$ cat src/rtl/mdu_iter.sv
`timescale 1ns/1ps
`default_nettype none
// ============================================================================
// Module      : mdu_iter
// Description : Iterative multiply/divide unit owning the HI/LO registers.
//               One shift-add or restoring-divide step per cycle; WIDTH
//               cycles per operation. Supplies a pipeline stall while an
//               HI/LO access collides with a running operation.
// Revision    : 1.0 - initial release
// ============================================================================
module mdu_iter #(
    parameter int WIDTH = 32
) (
    input  logic             clk,
    input  logic             reset,
    input  logic             start,
    input  logic [1:0]       op,
    input  logic [WIDTH-1:0] srcA,
    input  logic [WIDTH-1:0] srcB,
    input  logic             cancel,
    input  logic             mthi,
    input  logic             mtlo,
    input  logic [WIDTH-1:0] wdata,
    input  logic             rd_hilo,
    output logic             busy,
    output logic             stall,
    output logic             done,
    output logic [WIDTH-1:0] hi,
    output logic [WIDTH-1:0] lo
);

    localparam int             CW         = (WIDTH > 1) ? $clog2(WIDTH) : 1;
    localparam logic [CW-1:0]  C_CNT_INIT = CW'(WIDTH - 1);

    typedef enum logic [0:0] {
        S_IDLE = 1'b0,
        S_RUN  = 1'b1
    } state_t;

    state_t           r_state;
    logic [CW-1:0]    r_cnt;
    logic             r_is_div;   // 1: divide, 0: multiply
    logic             r_neg_q;    // negate product / quotient at the end
    logic             r_neg_r;    // negate remainder (dividend sign)
    logic             r_div0;     // divisor was zero
    logic [WIDTH-1:0] r_u;        // product upper half / partial remainder
    logic [WIDTH-1:0] r_a;        // multiplier / dividend, shifted each step
    logic [WIDTH-1:0] r_b;        // multiplicand / divisor magnitude
    logic             r_done;
    logic [WIDTH-1:0] r_hi;
    logic [WIDTH-1:0] r_lo;

    // Operand sign extraction and magnitude for the signed variants
    logic             w_signed;
    logic             w_sa;
    logic             w_sb;
    logic [WIDTH-1:0] w_abs_a;
    logic [WIDTH-1:0] w_abs_b;

    assign w_signed = ~op[0];
    assign w_sa     = w_signed & srcA[WIDTH-1];
    assign w_sb     = w_signed & srcB[WIDTH-1];
    assign w_abs_a  = w_sa ? (~srcA + 1'b1) : srcA;
    assign w_abs_b  = w_sb ? (~srcB + 1'b1) : srcB;

    // Multiply step: conditional add into the upper half, then shift right
    logic [WIDTH:0]   w_msum;
    logic [WIDTH-1:0] w_mu_nx;
    logic [WIDTH-1:0] w_ma_nx;

    assign w_msum  = {1'b0, r_u} + {1'b0, (r_a[0] ? r_b : {WIDTH{1'b0}})};
    assign w_mu_nx = w_msum[WIDTH:1];
    assign w_ma_nx = {w_msum[0], r_a[WIDTH-1:1]};

    // Restoring divide step: shift in next dividend bit, trial subtract
    logic [WIDTH:0]   w_t;
    logic [WIDTH:0]   w_diff;
    logic             w_ge;
    logic [WIDTH-1:0] w_du_nx;
    logic [WIDTH-1:0] w_da_nx;

    assign w_t     = {r_u, r_a[WIDTH-1]};
    assign w_diff  = w_t - {1'b0, r_b};
    assign w_ge    = (w_t >= {1'b0, r_b});
    assign w_du_nx = w_ge ? w_diff[WIDTH-1:0] : w_t[WIDTH-1:0];
    assign w_da_nx = {r_a[WIDTH-2:0], w_ge};

    logic [WIDTH-1:0] w_u_nx;
    logic [WIDTH-1:0] w_a_nx;

    assign w_u_nx = r_is_div ? w_du_nx : w_mu_nx;
    assign w_a_nx = r_is_div ? w_da_nx : w_ma_nx;

    // Final sign correction applied on the last step's values.
    // With a zero divisor every trial subtract succeeds, so the remainder
    // path ends holding |dividend|; re-signing it restores srcA as issued.
    logic [2*WIDTH-1:0] w_prod;
    logic [2*WIDTH-1:0] w_prod_f;
    logic [WIDTH-1:0]   w_q_f;
    logic [WIDTH-1:0]   w_r_f;
    logic [WIDTH-1:0]   w_hi_f;
    logic [WIDTH-1:0]   w_lo_f;

    assign w_prod   = {w_mu_nx, w_ma_nx};
    assign w_prod_f = r_neg_q ? (~w_prod + 1'b1) : w_prod;
    assign w_q_f    = r_div0  ? {WIDTH{1'b1}}
                    : (r_neg_q ? (~w_da_nx + 1'b1) : w_da_nx);
    assign w_r_f    = r_neg_r ? (~w_du_nx + 1'b1) : w_du_nx;
    assign w_hi_f   = r_is_div ? w_r_f : w_prod_f[2*WIDTH-1:WIDTH];
    assign w_lo_f   = r_is_div ? w_q_f : w_prod_f[WIDTH-1:0];

    // Control FSM, datapath iteration and HI/LO register updates
    always_ff @(posedge clk or posedge reset) begin
        if (reset) begin
            r_state  <= S_IDLE;
            r_cnt    <= '0;
            r_is_div <= 1'b0;
            r_neg_q  <= 1'b0;
            r_neg_r  <= 1'b0;
            r_div0   <= 1'b0;
            r_u      <= '0;
            r_a      <= '0;
            r_b      <= '0;
            r_done   <= 1'b0;
            r_hi     <= '0;
            r_lo     <= '0;
        end else begin
            r_done <= 1'b0;
            case (r_state)
                S_IDLE: begin
                    if (start && !cancel) begin
                        r_u      <= '0;
                        r_a      <= w_abs_a;
                        r_b      <= w_abs_b;
                        r_is_div <= op[1];
                        r_neg_q  <= w_sa ^ w_sb;
                        r_neg_r  <= w_sa;
                        r_div0   <= (srcB == '0);
                        r_cnt    <= C_CNT_INIT;
                        r_state  <= S_RUN;
                    end else begin
                        if (mthi) r_hi <= wdata;
                        if (mtlo) r_lo <= wdata;
                    end
                end
                S_RUN: begin
                    if (cancel) begin
                        r_cnt   <= '0;
                        r_state <= S_IDLE;
                    end else begin
                        r_u   <= w_u_nx;
                        r_a   <= w_a_nx;
                        r_cnt <= r_cnt - 1'b1;
                        if (r_cnt == '0) begin
                            r_hi    <= w_hi_f;
                            r_lo    <= w_lo_f;
                            r_done  <= 1'b1;
                            r_state <= S_IDLE;
                        end
                    end
                end
                default: r_state <= S_IDLE;
            endcase
        end
    end

    assign busy  = (r_state == S_RUN);
    assign stall = busy & (start | rd_hilo | mthi | mtlo);
    assign done  = r_done;
    assign hi    = r_hi;
    assign lo    = r_lo;

endmodule
`default_nettype wire

$ cat config.mk
export PLATFORM = sky130hd
export DESIGN_NAME = mdu_iter
export DESIGN_NICKNAME = d
export VERILOG_FILES = /design/src/rtl/mdu_iter.sv
export SDC_FILE = /design/constraint.sdc
export NUM_CORES = 1
export LEC_CHECK = 0
export CAP_MARGIN = 20
export CELL_PAD_IN_SITES_DETAIL_PLACEMENT = 1
export CELL_PAD_IN_SITES_GLOBAL_PLACEMENT = 1
export CORE_AREA = 2 2 199 201
export DETAILED_ROUTE_END_ITERATION = 12
export DIE_AREA = 0 0 201 203
export MAX_ROUTING_LAYER = met4
export PLACE_DENSITY = 0.87
export SYNTH_ARGS = -nofsm -noshare
export SYNTH_HDL_FRONTEND = slang
export SYNTH_SLANG_ARGS = --single-unit
$ cat constraint.sdc
create_clock -name clk -period 11 [get_ports clk]
set_input_delay 2.2 -clock clk [delete_from_list [all_inputs] [get_ports clk]]
set_output_delay 2.2 -clock clk [all_outputs]
set_load 0.01 [all_outputs]
==> results.py, run 1 <==
metrics = {
    "outcome": {
        "status": "complete, no violations",
    },
    "drt": {
        "ant_nets": 0,
        "wl_per_cell_um": 24.8,
        "drtPass1Iterations": 5,
        "drtIter0Drc": 1707,
        "vias": 19183,
        "drc": 0,
        "vias_per_cell": 6.48,
        "wirelength_mm": 73.5,
    },
    "logic_synthesis": {
        "yosys_register_bits": 171,
        "synth_cell_types": 112,
        "ys_seq_area_share_pct": 23.8,
        "yosys_warnings": 0,
        "synth_edf_count": 0,
        "ys.flop_type": "dfrtp_1",
        "synth.cell_area_um2": 18000,
        "syn_nets": 2553,
        "async_reset_ff_share_pct": 100,
        "syn_inst": 2375,
        "syn-mean-instance-area_um2": 7.57,
    },
    "cts": {
        "cts_buffer_depth": 2,
        "clock_latency_ps": 490,
        "cts_setup_buffers": 0,
        "htree_levels": 4,
        "clkTransAtPathRegs_ps": 80,
        "cts_sinks": 171,
        "numCtsBuffers": 17,
        "postCtsHoldBufs": 0,
        "root_buffer": "clkbuf_16",
        "cts_resized": 0,
        "cts_tree": "built",
    },
    "grt": {
        "grt_pass1_wl_mm": 115,
        "track_usage_pct": 37.0,
        "overflow": 0,
        "antenna_found_initial": 1,
        "grt_max_degree": 98,
        "grt_pass1_vias": 19771,
    },
    "timing": {
        "drv_slew": 0,
        "max-slew-margin-rel_pct": 29.1,
        "fmax_ghz": 0.166,
        "final.min_clock_period_ps": 6040,
        "setup_viol": 0,
        "rsz0062_at_grt": "false",
        "skew_ps": 16.0,
        "tightestPinTransition_ps": 1040,
        "post-route-period-util_pct": 54.9,
        "finalWorstSetupSlack_ps": 4960,
        "tns_ps": 0,
        "hold_viol": 0,
    },
    "final_layout": {
        "final_common_cell": "nand2_1",
        "fillCellCount": 4822,
        "design_area_um2": 20500,
        "drive_above_1_share_pct": 5.61,
        "fin_util_pct": 53.3,
        "layout_common_cells": "nand2_1 (305), o21ai_0 (231), nor2_1 (199)",
        "area_growth_pct": 14.0,
        "final_nets": 2605,
    },
    "floorplanning": {
        "chipWidth_um": 201,
        "die_y_um": 203,
        "start_util_pct": 46.7,
        "core_um2": 38500,
        "io_pins": 172,
        "die_area_um2": 40800,
        "rows": 72,
    },
    "critical_path": {
        "r2r-end": "hi[26]",
        "crit_fanout": 5,
        "r2r_slack_ps": 5120,
        "reg2reg_from": "r_u[17]",
        "critPathKind": "input pin to output pin",
        "crit_path_end_kind": "output pin",
        "r2r_cells": 18,
        "crit_required_ps": 8800,
        "critPathLaunchType": "input pin",
        "arrival_ps": 3840,
    },
    "placed_design": {
        "port_buffers": 171,
        "dp_hpwl_mm": 56.8,
        "gp_congestion": 0.977,
        "placed_area_um2": 19900,
        "place_ws_ps": 4970,
    },
    "power": {
        "p_per_area_nw_per_um2": 227,
        "internal_power_mw": 2.14,
        "p_sw_mw": 2.51,
        "power_switching_share_pct": 54.0,
        "ir_worst_vdd_uv": 158,
        "seqPwrFrac_pct": 21.1,
        "clkPwrFrac_pct": 13.7,
        "p_leak_nw": 8.35,
        "p_comb_share_pct": 65.2,
    },
    "run": {
        "drv_cap": 0,
    },
    "hold_path": {
        "min_from": "r_b[28]",
        "worst_hold_path.num_cells": 2,
        "min_to": "r_b[28]",
        "hold_path_class": "flop to flop",
    },
}
[registers in the layout, indices dropped and copies added (netlist names)]
register	cells
done	1
r_b	32
lo	32
r_neg_q	1
r_cnt	5
r_a	32
r_div0	1
hi	32
busy	1
r_neg_r	1
r_u	32
r_is_div	1
[area by class of cell]
type / count / area, µm² / area share, %
flip-flops and latches: 171 / 4290 / 20.9
inverters: 84 / 320 / 1.56
clock buffers: 17 / 425 / 2.08
diodes: 1 / 2.50 / 0.0122
well taps: 518 / 648 / 3.16
clock inverters: 15 / 151 / 0.739
repair buffers: 195 / 1930 / 9.42
multi-input cells: 1958 / 12700 / 62.1
[logic make-up after synthesis]
kind of cell	count (synthesis)	synth area share [%]
flops	171	23.8
fa+ha+maj	73	5.17
compound gates	763	28.5
simple gates	844	22.8
xor+xnor	199	9.70
buf+inv	246	5.49
mux	79	4.49
[cell usage after synthesis (14+ instances only)]
| cell type | instances | area (µm²) |
|---|---|---|
| nor3_1 | 54 | 270 |
| and3_1 | 17 | 106 |
| xnor2_1 | 127 | 1110 |
| xor2_1 | 72 | 631 |
| o21ai_0 | 231 | 1160 |
| nor2_1 | 200 | 751 |
| nand4_1 | 25 | 156 |
| a21oi_1 | 131 | 656 |
| inv_1 | 79 | 297 |
| a211oi_1 | 14 | 105 |
| clkbuf_1 | 113 | 424 |
| buf_1 | 16 | 60.1 |
| o21ai_1 | 14 | 70.1 |
| buf_2 | 27 | 135 |
| mux2i_1 | 69 | 691 |
| ha_1 | 71 | 888 |
| o211ai_1 | 38 | 285 |
| and2_1 | 18 | 113 |
| o31ai_1 | 36 | 270 |
| a31oi_1 | 61 | 382 |
| nand2_1 | 306 | 1150 |
| o41ai_1 | 18 | 158 |
| a22o_1 | 15 | 131 |
| nand2b_1 | 48 | 300 |
| a21o_1 | 31 | 233 |
| or3_1 | 28 | 175 |
| nor4_1 | 24 | 150 |
| dfrtp_1 | 171 | 4280 |
| o221ai_1 | 36 | 315 |
| nand3_1 | 42 | 210 |
[power by group through the flow]
stage / combinational, mW / sequential [mW] / clock, mW
2_1_floorplan: 2.07 / 0.884 / 0
3_3_place_gp: 2.84 / 0.978 / 0
3_5_place_dp: 2.93 / 0.988 / 0
4_1_cts: 2.95 / 0.977 / 0.636
5_1_grt: 3.26 / 0.996 / 0.655
6_report: 3.03 / 0.982 / 0.637
[metal layers]
| layer | vias to the layer above | global-route usage [%] | part of all wire, % |
|---|---|---|---|
| li1 | 8753 | - | - |
| met1 | 9627 | 46.2 | 43 |
| met2 | 624 | 59.9 | 48 |
| met3 | 179 | 4.65 | 5.2 |
| met4 | 0 | 16.9 | 4.3 |
| met5 | - | - | 0 |
[stage by stage]
| step | hold slack, ps | total power [mW] | instances |
|---|---|---|---|
| detailed placement | 474 | 3.91 | 2922 |
| CTS | 490 | 4.56 | 2954 |
| global route | 510 | 4.91 | 2959 |
| floorplan | 450 | 2.95 | 2375 |
| finish | 483 | 4.65 | 2959 |
| global placement | 465 | 3.82 | 2921 |
[worst max-delay path: stages]
cell and delay [ps]:
clkdlybuf4s50_1 660, o41a_1 480, clkdlybuf4s50_1 490
[how the worst max path moves through the flow]
stage,from,to,slack [ps]
after floorplan,reset,busy,4170
after global placement,start,stall,4990
after detailed placement,start,stall,4970
after CTS,start,stall,4970
after global routing,r_u[17],hi[26],4780
final,start,stall,4960
(Power assumes the default switching activity.)
==> run 2: changes to the inputs <==
- CORE_AREA: 2 2 199 201 -> 2 2 206 208
- DIE_AREA: 0 0 201 203 -> 0 0 208 210
- PLACE_DENSITY: 0.87 -> 0.82
- clock period: 11 -> 6 ns (I/O delays scaled with it)
==> results.py, run 2 (synthesis gave the netlist of run 1 again) <==
metrics = {
    "outcome": {
        "status": "complete, no violations",
    },
    "drt": {
        "drc": 0,
        "met3_length_mm": 6.30,
        "wl_met2_mm": 33.7,
        "vias_per_cell": 6.45,
        "routed.top_layer": "met4",
        "wirelength_mm": 77.0,
        "vias": 19360,
        "ant_nets": 0,
        "drtPass1Iterations": 5,
        "wl_per_cell_um": 25.7,
        "drtIter0Drc": 1789,
        "wl_met1_mm": 34.8,
    },
    "final_layout": {
        "final_common_cell": "nand2_1",
        "design_area_um2": 20700,
        "fillCellCount": 5131,
        "area_growth_pct": 15.3,
        "seq_area_um2": 4290,
        "final_nets": 2627,
        "drive_above_1_share_pct": 6.42,
        "multi_input_area_um2": 12700,
        "layout_common_cells": "nand2_1 (305), o21ai_0 (231), nor2_1 (199)",
    },
    "critical_path": {
        "crit_fanout": 10,
        "reg2reg_from": "r_u[22]",
        "crit_required_ps": 6380,
        "crit_path_end_kind": "flop",
        "r2r_slack_ps": 420,
        "r2r-end": "hi[26]",
        "r2r_cells": 17,
        "critPathKind": "flop to flop",
        "arrival_ps": 5960,
        "critPathLaunchType": "flop",
    },
    "timing": {
        "drv_slew": 0,
        "hold_viol": 0,
        "rsz0062_at_grt": "false",
        "setup_viol": 0,
        "final.min_clock_period_ps": 5580,
        "skew_ps": 13.9,
        "tns_ps": 0,
        "timing.hold.ws_ps": 478,
        "post-route-period-util_pct": 93.0,
        "fmax_ghz": 0.179,
        "tightestPinTransition_ps": 1180,
        "max-slew-margin-rel_pct": 21.1,
    },
    "hold_path": {
        "min_from": "r_b[13]",
        "worst_hold_path.num_cells": 2,
        "min_to": "r_b[13]",
        "hold_path_class": "flop to flop",
    },
    "cts": {
        "numCtsBuffers": 17,
        "htree_levels": 4,
        "cts_resized": 0,
        "clock_latency_ps": 480,
        "clkTransAtPathRegs_ps": 80,
        "cts_setup_buffers": 0,
        "postCtsHoldBufs": 0,
        "cts_sinks": 171,
        "root_buffer": "clkbuf_16",
        "cts_buffer_depth": 2,
        "cts_tree": "built",
    },
    "power": {
        "p_per_area_nw_per_um2": 426,
        "ir_worst_vdd_uv": 234,
        "p_leak_nw": 8.47,
    },
    "floorplanning": {
        "die_area_um2": 43700,
        "rows": 75,
        "start_util_pct": 43.3,
        "die_y_um": 210,
        "core_um2": 41500,
        "chipWidth_um": 208,
        "io_pins": 172,
    },
    "grt": {
        "grt_max_degree": 82,
        "track_usage_pct": 35.7,
        "antenna_found_initial": 4,
        "grt_pass1_wl_mm": 118,
        "grt_pass1_vias": 19286,
        "overflow": 0,
    },
    "placed_design": {
        "port_buffers": 171,
        "gp_congestion": 0.987,
        "dp_hpwl_mm": 60.5,
        "placed_area_um2": 20100,
    },
    "run": {
        "drv_cap": 0,
    },
}
==> run 2: layout make-up <==
cell class / instances / area share, %
flip-flops and latches: 171 / 20.7
multi-input cells: 1958 / 61.4
clock buffers: 20 / 2.20
repair buffers: 217 / 10.1
clock inverters: 12 / 0.731
inverters: 84 / 1.55
diodes: 2 / 0.0242
well taps: 539 / 3.25
==> run 2: how the worst max path moves through the flow <==
stage                        from     end  slack, ps
after detailed placement  r_u[22]  hi[26]        650
after CTS                 r_u[22]  hi[26]        620
after floorplan             reset    busy        170
final                     r_u[22]  hi[26]        420
after global placement    r_u[22]  hi[26]        870
after global routing      r_u[22]  hi[26]        120
==> run 2: routing by layer <==
| layer | global-route usage [%] | vias up |
|---|---|---|
| li1 | - | 8813 |
| met1 | 49.7 | 9658 |
| met2 | 52.8 | 770 |
| met3 | 6.36 | 119 |
| met4 | 11.3 | 0 |
| met5 | - | - |
==> run 2: stage by stage <==
| stage | util (%) | cells | setup WS [ps] | total power, mW |
|---|---|---|---|---|
| after global placement | 48.4 | 2967 | 868 | 7.30 |
| final | 50.0 | 3003 | 423 | 8.82 |
| after CTS | 49.9 | 3000 | 616 | 8.68 |
| after detailed placement | 48.5 | 2968 | 654 | 7.44 |
| after floorplan | - | 2375 | 168 | 5.41 |
| after global routing | 50.0 | 3003 | 121 | 9.30 |
==> run 2: power by group <==
group	internal, mW	switching, mW	total, mW
Sequential	1.40	0.384	1.78
Clock	0.649	0.560	1.21
Combinational	2.05	3.78	5.83
Total	4.10	4.73	8.82
==> run 2: critical path, cell delays in order (launching register included) <==
cell       delay (ps)
dfrtp_1           440
ha_1              500
nand2_1           190
o21ai_0           510
a211oi_1          110
nor3_1            360
or3_4             260
mux2i_1           330
ha_1              280
nand2_1            80
or3_1             350
nor4_1            300
mux2i_1           230
nand4bb_1         410
or2_4             390
nor3_1            160
mux2_1            350
o31ai_1           230
